<file path="src/rtl/myriscv_mc.sv">
// Multi-cycle RV32I-subset core. Fetch and data accesses share one req/ack memory port.
// Illegal encodings, bad register indices and misaligned accesses park the core in HALT.
module myriscv_mc #(
  parameter logic [31:0] RESET_PC = 32'h0000_0000,
  parameter int          NREGS    = 32,
  parameter int          RETIRE_W = 32
) (
  input  logic                clk,
  input  logic                rst,
  output logic                mem_req,
  output logic                mem_we,
  output logic [31:0]         mem_addr,
  output logic [31:0]         mem_wdata,
  input  logic [31:0]         mem_rdata,
  input  logic                mem_ack,
  output logic                halted,
  output logic                trap,
  output logic [RETIRE_W-1:0] retired,
  output logic [31:0]         pc_dbg
);
  localparam int IDX_W = $clog2(NREGS);

  typedef enum logic [2:0] {S_FETCH, S_DECODE, S_EXEC, S_MEM, S_WB, S_HALT} state_e;
  typedef enum logic [2:0] {C_ALU, C_ADDI, C_LW, C_SW, C_BR, C_ECALL, C_ILL} class_e;

  state_e              state_q, state_d;
  logic [31:0]         pc_q, pc_d, ir_q, ir_d;
  logic [31:0]         op_a_q, op_a_d, op_b_q, op_b_d, alu_q, alu_d;
  logic                mem_req_q, mem_req_d, mem_we_q, mem_we_d;
  logic [31:0]         mem_addr_q, mem_addr_d, mem_wdata_q, mem_wdata_d;
  logic                halted_q, halted_d, trap_q, trap_d;
  logic [RETIRE_W-1:0] retired_q, retired_d;
  logic [31:0]         rf_q [NREGS];
  logic                rf_we;

  logic [6:0]  opcode, funct7;
  logic [2:0]  funct3;
  logic [4:0]  rs1, rs2, rd;
  logic [31:0] imm_i, imm_s, imm_b;

  assign opcode = ir_q[6:0];
  assign rd     = ir_q[11:7];
  assign funct3 = ir_q[14:12];
  assign rs1    = ir_q[19:15];
  assign rs2    = ir_q[24:20];
  assign funct7 = ir_q[31:25];
  assign imm_i  = {{20{ir_q[31]}}, ir_q[31:20]};
  assign imm_s  = {{20{ir_q[31]}}, ir_q[31:25], ir_q[11:7]};
  assign imm_b  = {{19{ir_q[31]}}, ir_q[31], ir_q[7], ir_q[30:25], ir_q[11:8], 1'b0};

  // Only 16 or 32 registers exist, so index bit 4 is the whole range test for RV32E.
  function automatic logic idx_bad(input logic [4:0] r);
    return (NREGS == 16) && r[4];
  endfunction

  class_e cls;
  logic   use_rs1, use_rs2, use_rd, illegal;

  // NOTE: every always_comb output gets a default before any branch, so no path can infer a latch.
  always_comb begin
    cls     = C_ILL;
    use_rs1 = 1'b0;
    use_rs2 = 1'b0;
    use_rd  = 1'b0;
    case (opcode)
      7'b0110011: if ((funct7 == 7'b0000000 && funct3 inside {3'b000, 3'b111, 3'b110, 3'b010}) ||
                      (funct7 == 7'b0100000 && funct3 == 3'b000)) begin
        cls = C_ALU; use_rs1 = 1'b1; use_rs2 = 1'b1; use_rd = 1'b1;
      end
      7'b0010011: if (funct3 == 3'b000) begin
        cls = C_ADDI; use_rs1 = 1'b1; use_rd = 1'b1;
      end
      7'b0000011: if (funct3 == 3'b010) begin
        cls = C_LW; use_rs1 = 1'b1; use_rd = 1'b1;
      end
      7'b0100011: if (funct3 == 3'b010) begin
        cls = C_SW; use_rs1 = 1'b1; use_rs2 = 1'b1;
      end
      7'b1100011: if (funct3 == 3'b000 || funct3 == 3'b001) begin
        cls = C_BR; use_rs1 = 1'b1; use_rs2 = 1'b1;
      end
      7'b1110011: if (ir_q == 32'h0000_0073) cls = C_ECALL;
      default: ;
    endcase
    illegal = (cls == C_ILL) || (use_rs1 && idx_bad(rs1)) ||
              (use_rs2 && idx_bad(rs2)) || (use_rd && idx_bad(rd));
  end

  logic [31:0] alu_res, ls_addr, pc_plus4, br_next;
  logic        br_taken;

  always_comb begin
    alu_res = op_a_q + op_b_q;
    if (cls == C_ADDI) begin
      alu_res = op_a_q + imm_i;
    end else begin
      case (funct3)
        3'b000:  alu_res = funct7[5] ? op_a_q - op_b_q : op_a_q + op_b_q;
        3'b111:  alu_res = op_a_q & op_b_q;
        3'b110:  alu_res = op_a_q | op_b_q;
        3'b010:  alu_res = {31'b0, $signed(op_a_q) < $signed(op_b_q)};
        default: ;
      endcase
    end
  end

  assign ls_addr  = op_a_q + ((cls == C_SW) ? imm_s : imm_i);
  assign pc_plus4 = pc_q + 32'd4;
  assign br_taken = funct3[0] ? (op_a_q != op_b_q) : (op_a_q == op_b_q);
  assign br_next  = br_taken ? pc_q + imm_b : pc_plus4;

  always_comb begin
    state_d     = state_q;
    pc_d        = pc_q;
    ir_d        = ir_q;
    op_a_d      = op_a_q;
    op_b_d      = op_b_q;
    alu_d       = alu_q;
    mem_req_d   = mem_req_q;
    mem_we_d    = mem_we_q;
    mem_addr_d  = mem_addr_q;
    mem_wdata_d = mem_wdata_q;
    halted_d    = halted_q;
    trap_d      = trap_q;
    retired_d   = retired_q;
    rf_we       = 1'b0;
    case (state_q)
      S_FETCH: begin
        // Only the first fetch after reset arrives here without a request already raised.
        if (!mem_req_q) begin
          mem_req_d  = 1'b1;
          mem_we_d   = 1'b0;
          mem_addr_d = pc_q;
        end else if (mem_ack) begin
          ir_d      = mem_rdata;
          mem_req_d = 1'b0;
          state_d   = S_DECODE;
        end
      end
      S_DECODE: begin
        op_a_d = rf_q[rs1[IDX_W-1:0]];
        op_b_d = rf_q[rs2[IDX_W-1:0]];
        if (illegal) begin
          state_d = S_HALT; halted_d = 1'b1; trap_d = 1'b1;
        end else if (cls == C_ECALL) begin
          state_d = S_HALT; halted_d = 1'b1;
        end else begin
          state_d = S_EXEC;
        end
      end
      S_EXEC: begin
        case (cls)
          C_ALU, C_ADDI: begin
            alu_d   = alu_res;
            state_d = S_WB;
          end
          C_LW, C_SW: begin
            if (ls_addr[1:0] != 2'b00) begin
              state_d = S_HALT; halted_d = 1'b1; trap_d = 1'b1;
            end else begin
              mem_req_d   = 1'b1;
              mem_we_d    = (cls == C_SW);
              mem_addr_d  = ls_addr;
              mem_wdata_d = (cls == C_SW) ? op_b_q : 32'd0;
              state_d     = S_MEM;
            end
          end
          C_BR: begin
            // A taken branch to a non-word address would be a misaligned fetch.
            if (br_next[1]) begin
              state_d = S_HALT; halted_d = 1'b1; trap_d = 1'b1;
            end else begin
              pc_d       = br_next;
              retired_d  = retired_q + 1'b1;
              mem_req_d  = 1'b1;
              mem_we_d   = 1'b0;
              mem_addr_d = br_next;
              state_d    = S_FETCH;
            end
          end
          default: begin
            state_d = S_HALT; halted_d = 1'b1; trap_d = 1'b1;
          end
        endcase
      end
      S_MEM: begin
        if (mem_ack) begin
          if (mem_we_q) begin
            pc_d       = pc_plus4;
            retired_d  = retired_q + 1'b1;
            mem_req_d  = 1'b1;
            mem_we_d   = 1'b0;
            mem_addr_d = pc_plus4;
            state_d    = S_FETCH;
          end else begin
            alu_d     = mem_rdata;
            mem_req_d = 1'b0;
            state_d   = S_WB;
          end
        end
      end
      S_WB: begin
        rf_we      = 1'b1;
        pc_d       = pc_plus4;
        retired_d  = retired_q + 1'b1;
        mem_req_d  = 1'b1;
        mem_we_d   = 1'b0;
        mem_addr_d = pc_plus4;
        state_d    = S_FETCH;
      end
      S_HALT: ;
      default: begin
        state_d = S_HALT; halted_d = 1'b1; trap_d = 1'b1;
      end
    endcase
  end

  // NOTE: sequential state uses non-blocking (<=) so every flop samples pre-edge values.
  always_ff @(posedge clk or posedge rst) begin
    if (rst) begin
      state_q     <= S_FETCH;
      pc_q        <= RESET_PC;
      ir_q        <= 32'd0;
      op_a_q      <= 32'd0;
      op_b_q      <= 32'd0;
      alu_q       <= 32'd0;
      mem_req_q   <= 1'b0;
      mem_we_q    <= 1'b0;
      mem_addr_q  <= RESET_PC;
      mem_wdata_q <= 32'd0;
      halted_q    <= 1'b0;
      trap_q      <= 1'b0;
      retired_q   <= '0;
    end else begin
      state_q     <= state_d;
      pc_q        <= pc_d;
      ir_q        <= ir_d;
      op_a_q      <= op_a_d;
      op_b_q      <= op_b_d;
      alu_q       <= alu_d;
      mem_req_q   <= mem_req_d;
      mem_we_q    <= mem_we_d;
      mem_addr_q  <= mem_addr_d;
      mem_wdata_q <= mem_wdata_d;
      halted_q    <= halted_d;
      trap_q      <= trap_d;
      retired_q   <= retired_d;
    end
  end

  // NOTE: the register file is reset because software may read any register before writing it;
  // x0 is never written, so it stays at its reset value of zero.
  always_ff @(posedge clk or posedge rst) begin
    if (rst) begin
      for (int i = 0; i < NREGS; i++) rf_q[i] <= 32'd0;
    end else if (rf_we && rd != 5'd0) begin
      rf_q[rd[IDX_W-1:0]] <= alu_q;
    end
  end

  assign mem_req   = mem_req_q;
  assign mem_we    = mem_we_q;
  assign mem_addr  = mem_addr_q;
  assign mem_wdata = mem_wdata_q;
  assign halted    = halted_q;
  assign trap      = trap_q;
  assign retired   = retired_q;
  assign pc_dbg    = pc_q;

endmodule

</file>
<file path="config.mk">
export PLATFORM = sky130hd
export DESIGN_NAME = myriscv_mc
export DESIGN_NICKNAME = d
export VERILOG_FILES = /design/src/rtl/myriscv_mc.sv
export SDC_FILE = /design/constraint.sdc
export NUM_CORES = 2
export LEC_CHECK = 0
export ABC_CLOCK_PERIOD_IN_PS = 100800
export CAP_MARGIN = 20
export CORE_ASPECT_RATIO = 1.1
export CORE_MARGIN = 1
export CORE_UTILIZATION = 35
export DETAILED_ROUTE_END_ITERATION = 16
export GPL_TIMING_DRIVEN = 1
export PLACE_DENSITY = 0.57
export SYNTH_ARGS = -nofsm -noshare
export SYNTH_HDL_FRONTEND = slang
export SYNTH_SLANG_ARGS = --single-unit
</file>
<file path="constraint.sdc">
create_clock -name clk -period 100.8 [get_ports clk]
set_input_delay 15.12 -clock clk [delete_from_list [all_inputs] [get_ports clk]]
set_output_delay 15.12 -clock clk [all_outputs]
set_load 0.01 [all_outputs]
</file>
==> results.md <==
* GR Util met1 at 0.311
* Simple-Gate Fraction of Synth Area at 0.0577
* Worst Path Required at 101.58 ns
* H-tree levels at 4
* Min Tclk post-route at 19.00 ns
* Largest net degree at the start of global routing at 174
* Status: completed
* Fin Setup TNS at 0 ns
* Area grow syn2layout at 12.5%
* Quantity of I/O buffers inserted on ports at 164
* CP Launch Type: primary input
* Clk root buf: clkbuf_16
* Worst-Skew Late Latency at 0.83 ns
* Number of synthesized register bits at 1285
* Die area at 216000 µm²
* Core ar. at 212000 µm²
* Critical path class: in -> async
* Leading area contributor after synthesis: dfrtp_1
* Max Root-Sink Buffers at 3
* Fin Clk Skew at 0.0422 ns
* Resized Gates After CTS at 0
* Final Worst Setup Slack at 81.80 ns
* Crit-path max cell delay at 0.86 ns
* Most frequent cells in the layout: dfrtp_1 (1273), mux2_2 (1055), mux4_2 (560), nand2_1 (363), o21ai_0 (293)
* DRT Wirelength at 261000 µm
* Finished Cell Area at 84500 µm²
* Synth Area in Compound Gates at 0.0865
* Worst path cell trace: clkdlybuf4s50_1 > inv_8 > buf_4 > buf_12 > buf_4 > buf_12
* Detailed-route via count at 53326
* Post-Synthesis Cell Area at 75100 µm²
* Share of cells above drive strength 1 at 0.344
* Dpl hpwl at 163000 µm
* Post-synthesis sequential area ratio at 0.428
* Synthesis Warnings at 0
* CP top delay family: buffers and inverters
* Initial antenna violation count at 11
* Vias in the first global route at 53554
* Flop pwr share at 0.311
* Postcts setup bufs at 0
* XOR/XNOR share of the synthesized area at 0.0209
* Post-route non-filler standard cell count at 8807
* Setup violators final at 0
* CTS tree: done
* Period utilisation layout at 0.188
* Hold_buf cts at 0
* Most common cell after layout, fill and taps aside: dfrtp_1
* Worst-margin pin slew at 1.22 ns
* Gr busiest metal: met2
* Largest family of logic cells by synthesized area: multiplexers
* Net switching power at 0.00103 W
* GR Util All Layers at 0.240
* Die height at 488 µm
* CP Buf/Inv Count at 6
* Mean Syn Cell Area at 12.5 µm²
* Met2 usage in global routing at 0.382
* Detail Route Antenna Nets at 0
* Gate Count Post-Synth at 6028
* GPL Wtd Cong at 0.980
* Clock sink total at 1285
* DP Cell Count at 8530
* Pleak at 36.4 nW
* Critical path's slowest cell: buf_4
* Iteration-0 DRC Markers at 4826
* Share of the synthesized area in the top cell type at 0.428
* Global route overflow at 0
* Yosys cell types at 87
* Num rows at 177
* Worst-path clk slew at 0.06 ns
* HP Class: reg -> reg
* Pre-antenna DRT Iters at 6
* Synth area leaders: dfrtp_1 (43%), mux4_2 (17%), mux2_2 (16%)
* Post-synth EDFFs at 0
* Num CTS Buffers at 141
* Pwr Density at 29.8 nW/µm²
* WL/cell at 29.6 µm
* Hold slack at 0.395 ns
* Sw Ratio at 0.408
* Ys async rst share at 1.00
* Pint at 0.00149 W
* Post-Synth Adder-Cell Area at 0.0282
* DR DRC count at 0
* DR vias/cell at 6.05
* Effective utilization at floorplan at 0.354
* Met3 Usage GRT at 0.0426
* RSZ-0062 raised after global routing: no
* DP Area at 79300 µm²
* Max Cap Viol at 0
* Combinational power share at 0.473
* Final Hold Vio Count at 0
* Global-route wire length before repair at 381000 µm
* CP endpoint kind: asynchronous set/reset pin
* Ys flop type: dfrtp_1
* Layout Nets at 6117
* Critical Path Fanout Max at 173
* Crit path DAT at 19.78 ns
* Mux share of post-synthesis cell area at 0.343
* Max-slew violations at 0
* Peak VDD IR at 0.0252 mV
* I/O pin count at 167
* Die Width at 444 µm
* Clock power share at 0.215
* FMAX at 52.6 MHz
* Setup WS pre-CTS at 80.63 ns
* Relative slew slack at 0.184
==> logic make-up (layout without fill, tap and decap cells) <==
kind of cell,count (synthesis),count (layout)
muxes,1741,1741
DFF,1285,1285
AOI/OAI and AO/OA,1034,1034
and+or+nand+nor,933,933
buffers and inverters,691,692
xor gates and xnor gates,176,176
adders and majority gates,167,167
other,1,5
==> cell type report <==
| class | count | area, µm² |
|---|---|---|
| Multi-Input combinational cell | 4053 | 40500 |
| Timing Repair Buffer | 306 | 3080 |
| Antenna cell | 3 | 7.51 |
| Sequential cell | 1285 | 32200 |
| Tap cell | 2774 | 3470 |
| Fill cell | 19912 | 128000 |
| Clock buffer | 210 | 4230 |
| Clock inverter | 48 | 594 |
| Inverter | 128 | 488 |
==> synth_stat cells, types with 49 or more instances <==
| cell type | count |
|---|---|
| a21o_1 | 49 |
| o21ai_0 | 293 |
| xor2_1 | 55 |
| a221oi_1 | 63 |
| nand3_1 | 59 |
| inv_1 | 127 |
| dfrtp_1 | 1285 |
| mux2_2 | 1055 |
| nor3_1 | 58 |
| ha_1 | 163 |
| clkbuf_1 | 399 |
| mux2i_1 | 126 |
| a21oi_1 | 255 |
| mux4_2 | 560 |
| nor2_1 | 210 |
| buf_1 | 132 |
| xnor2_1 | 119 |
| nand2_1 | 383 |
| o22ai_1 | 51 |
==> worst register-to-register path: cells and delay by family, from the launching register on <==
kind | cells | cell delay (ns)
xor+xnor | 1 | 0.15
simple gates | 9 | 2.51
buf+inv | 3 | 0.93
mux | 1 | 0.30
fa+ha+maj | 2 | 0.60
compound gates | 7 | 1.97
flops | 1 | 0.36
==> sequential cells by signal, summed over array words and instances (netlist names) <==
name,flops
mem_we,1
ir_q,32
state_q,3
mem_req,1
mem_addr,32
retired,32
alu_q,32
trap,1
rf_q,1024
op_a_q,32
halted,1
op_b_q,32
mem_wdata,32
pc_dbg,30
==> worst paths after layout <==
path	start	endpoint	slack, ns	depth (start not counted)
worst max-delay path	rst	rf_q[471]	81.80	6
worst min-delay path	rf_q[1019]	rf_q[1019]	0.40	0
worst max register to register	ir_q[14]	mem_addr[26]	93.82	23
worst min register to register	rf_q[1019]	rf_q[1019]	0.40	0
max in group clk	pc_dbg[14]	pc_dbg[14]	83.62	1
min in group asynchronous	rst	rf_q[264]	14.86	2
==> metal layers <==
layer,vias to the layer above,part of all wire
met3,563,0.069
met5,-,0.000073
met4,4,0.060
met2,2172,0.47
li1,22465,-
met1,28122,0.41
==> power groups by stage <==
stage / logic, W / clock network (W) / registers [W]
after global placement: 0.00117 / 0 / 0.000783
after global routing: 0.00126 / 0.000571 / 0.000801
after detailed placement: 0.00117 / 0 / 0.000793
after floorplan: 0.000854 / 0 / 0.000728
final: 0.00119 / 0.000541 / 0.000783
after CTS: 0.00118 / 0.000552 / 0.000784
==> metrics by stage <==
step	util	power, W
2_1_floorplan	-	0.00158
3_5_place_dp	0.373	0.00197
3_3_place_gp	0.373	0.00195
6_report	0.398	0.00251
5_1_grt	0.398	0.00263
4_1_cts	0.396	0.00251
No activity file was read; power rests on OpenSTA's default activity.
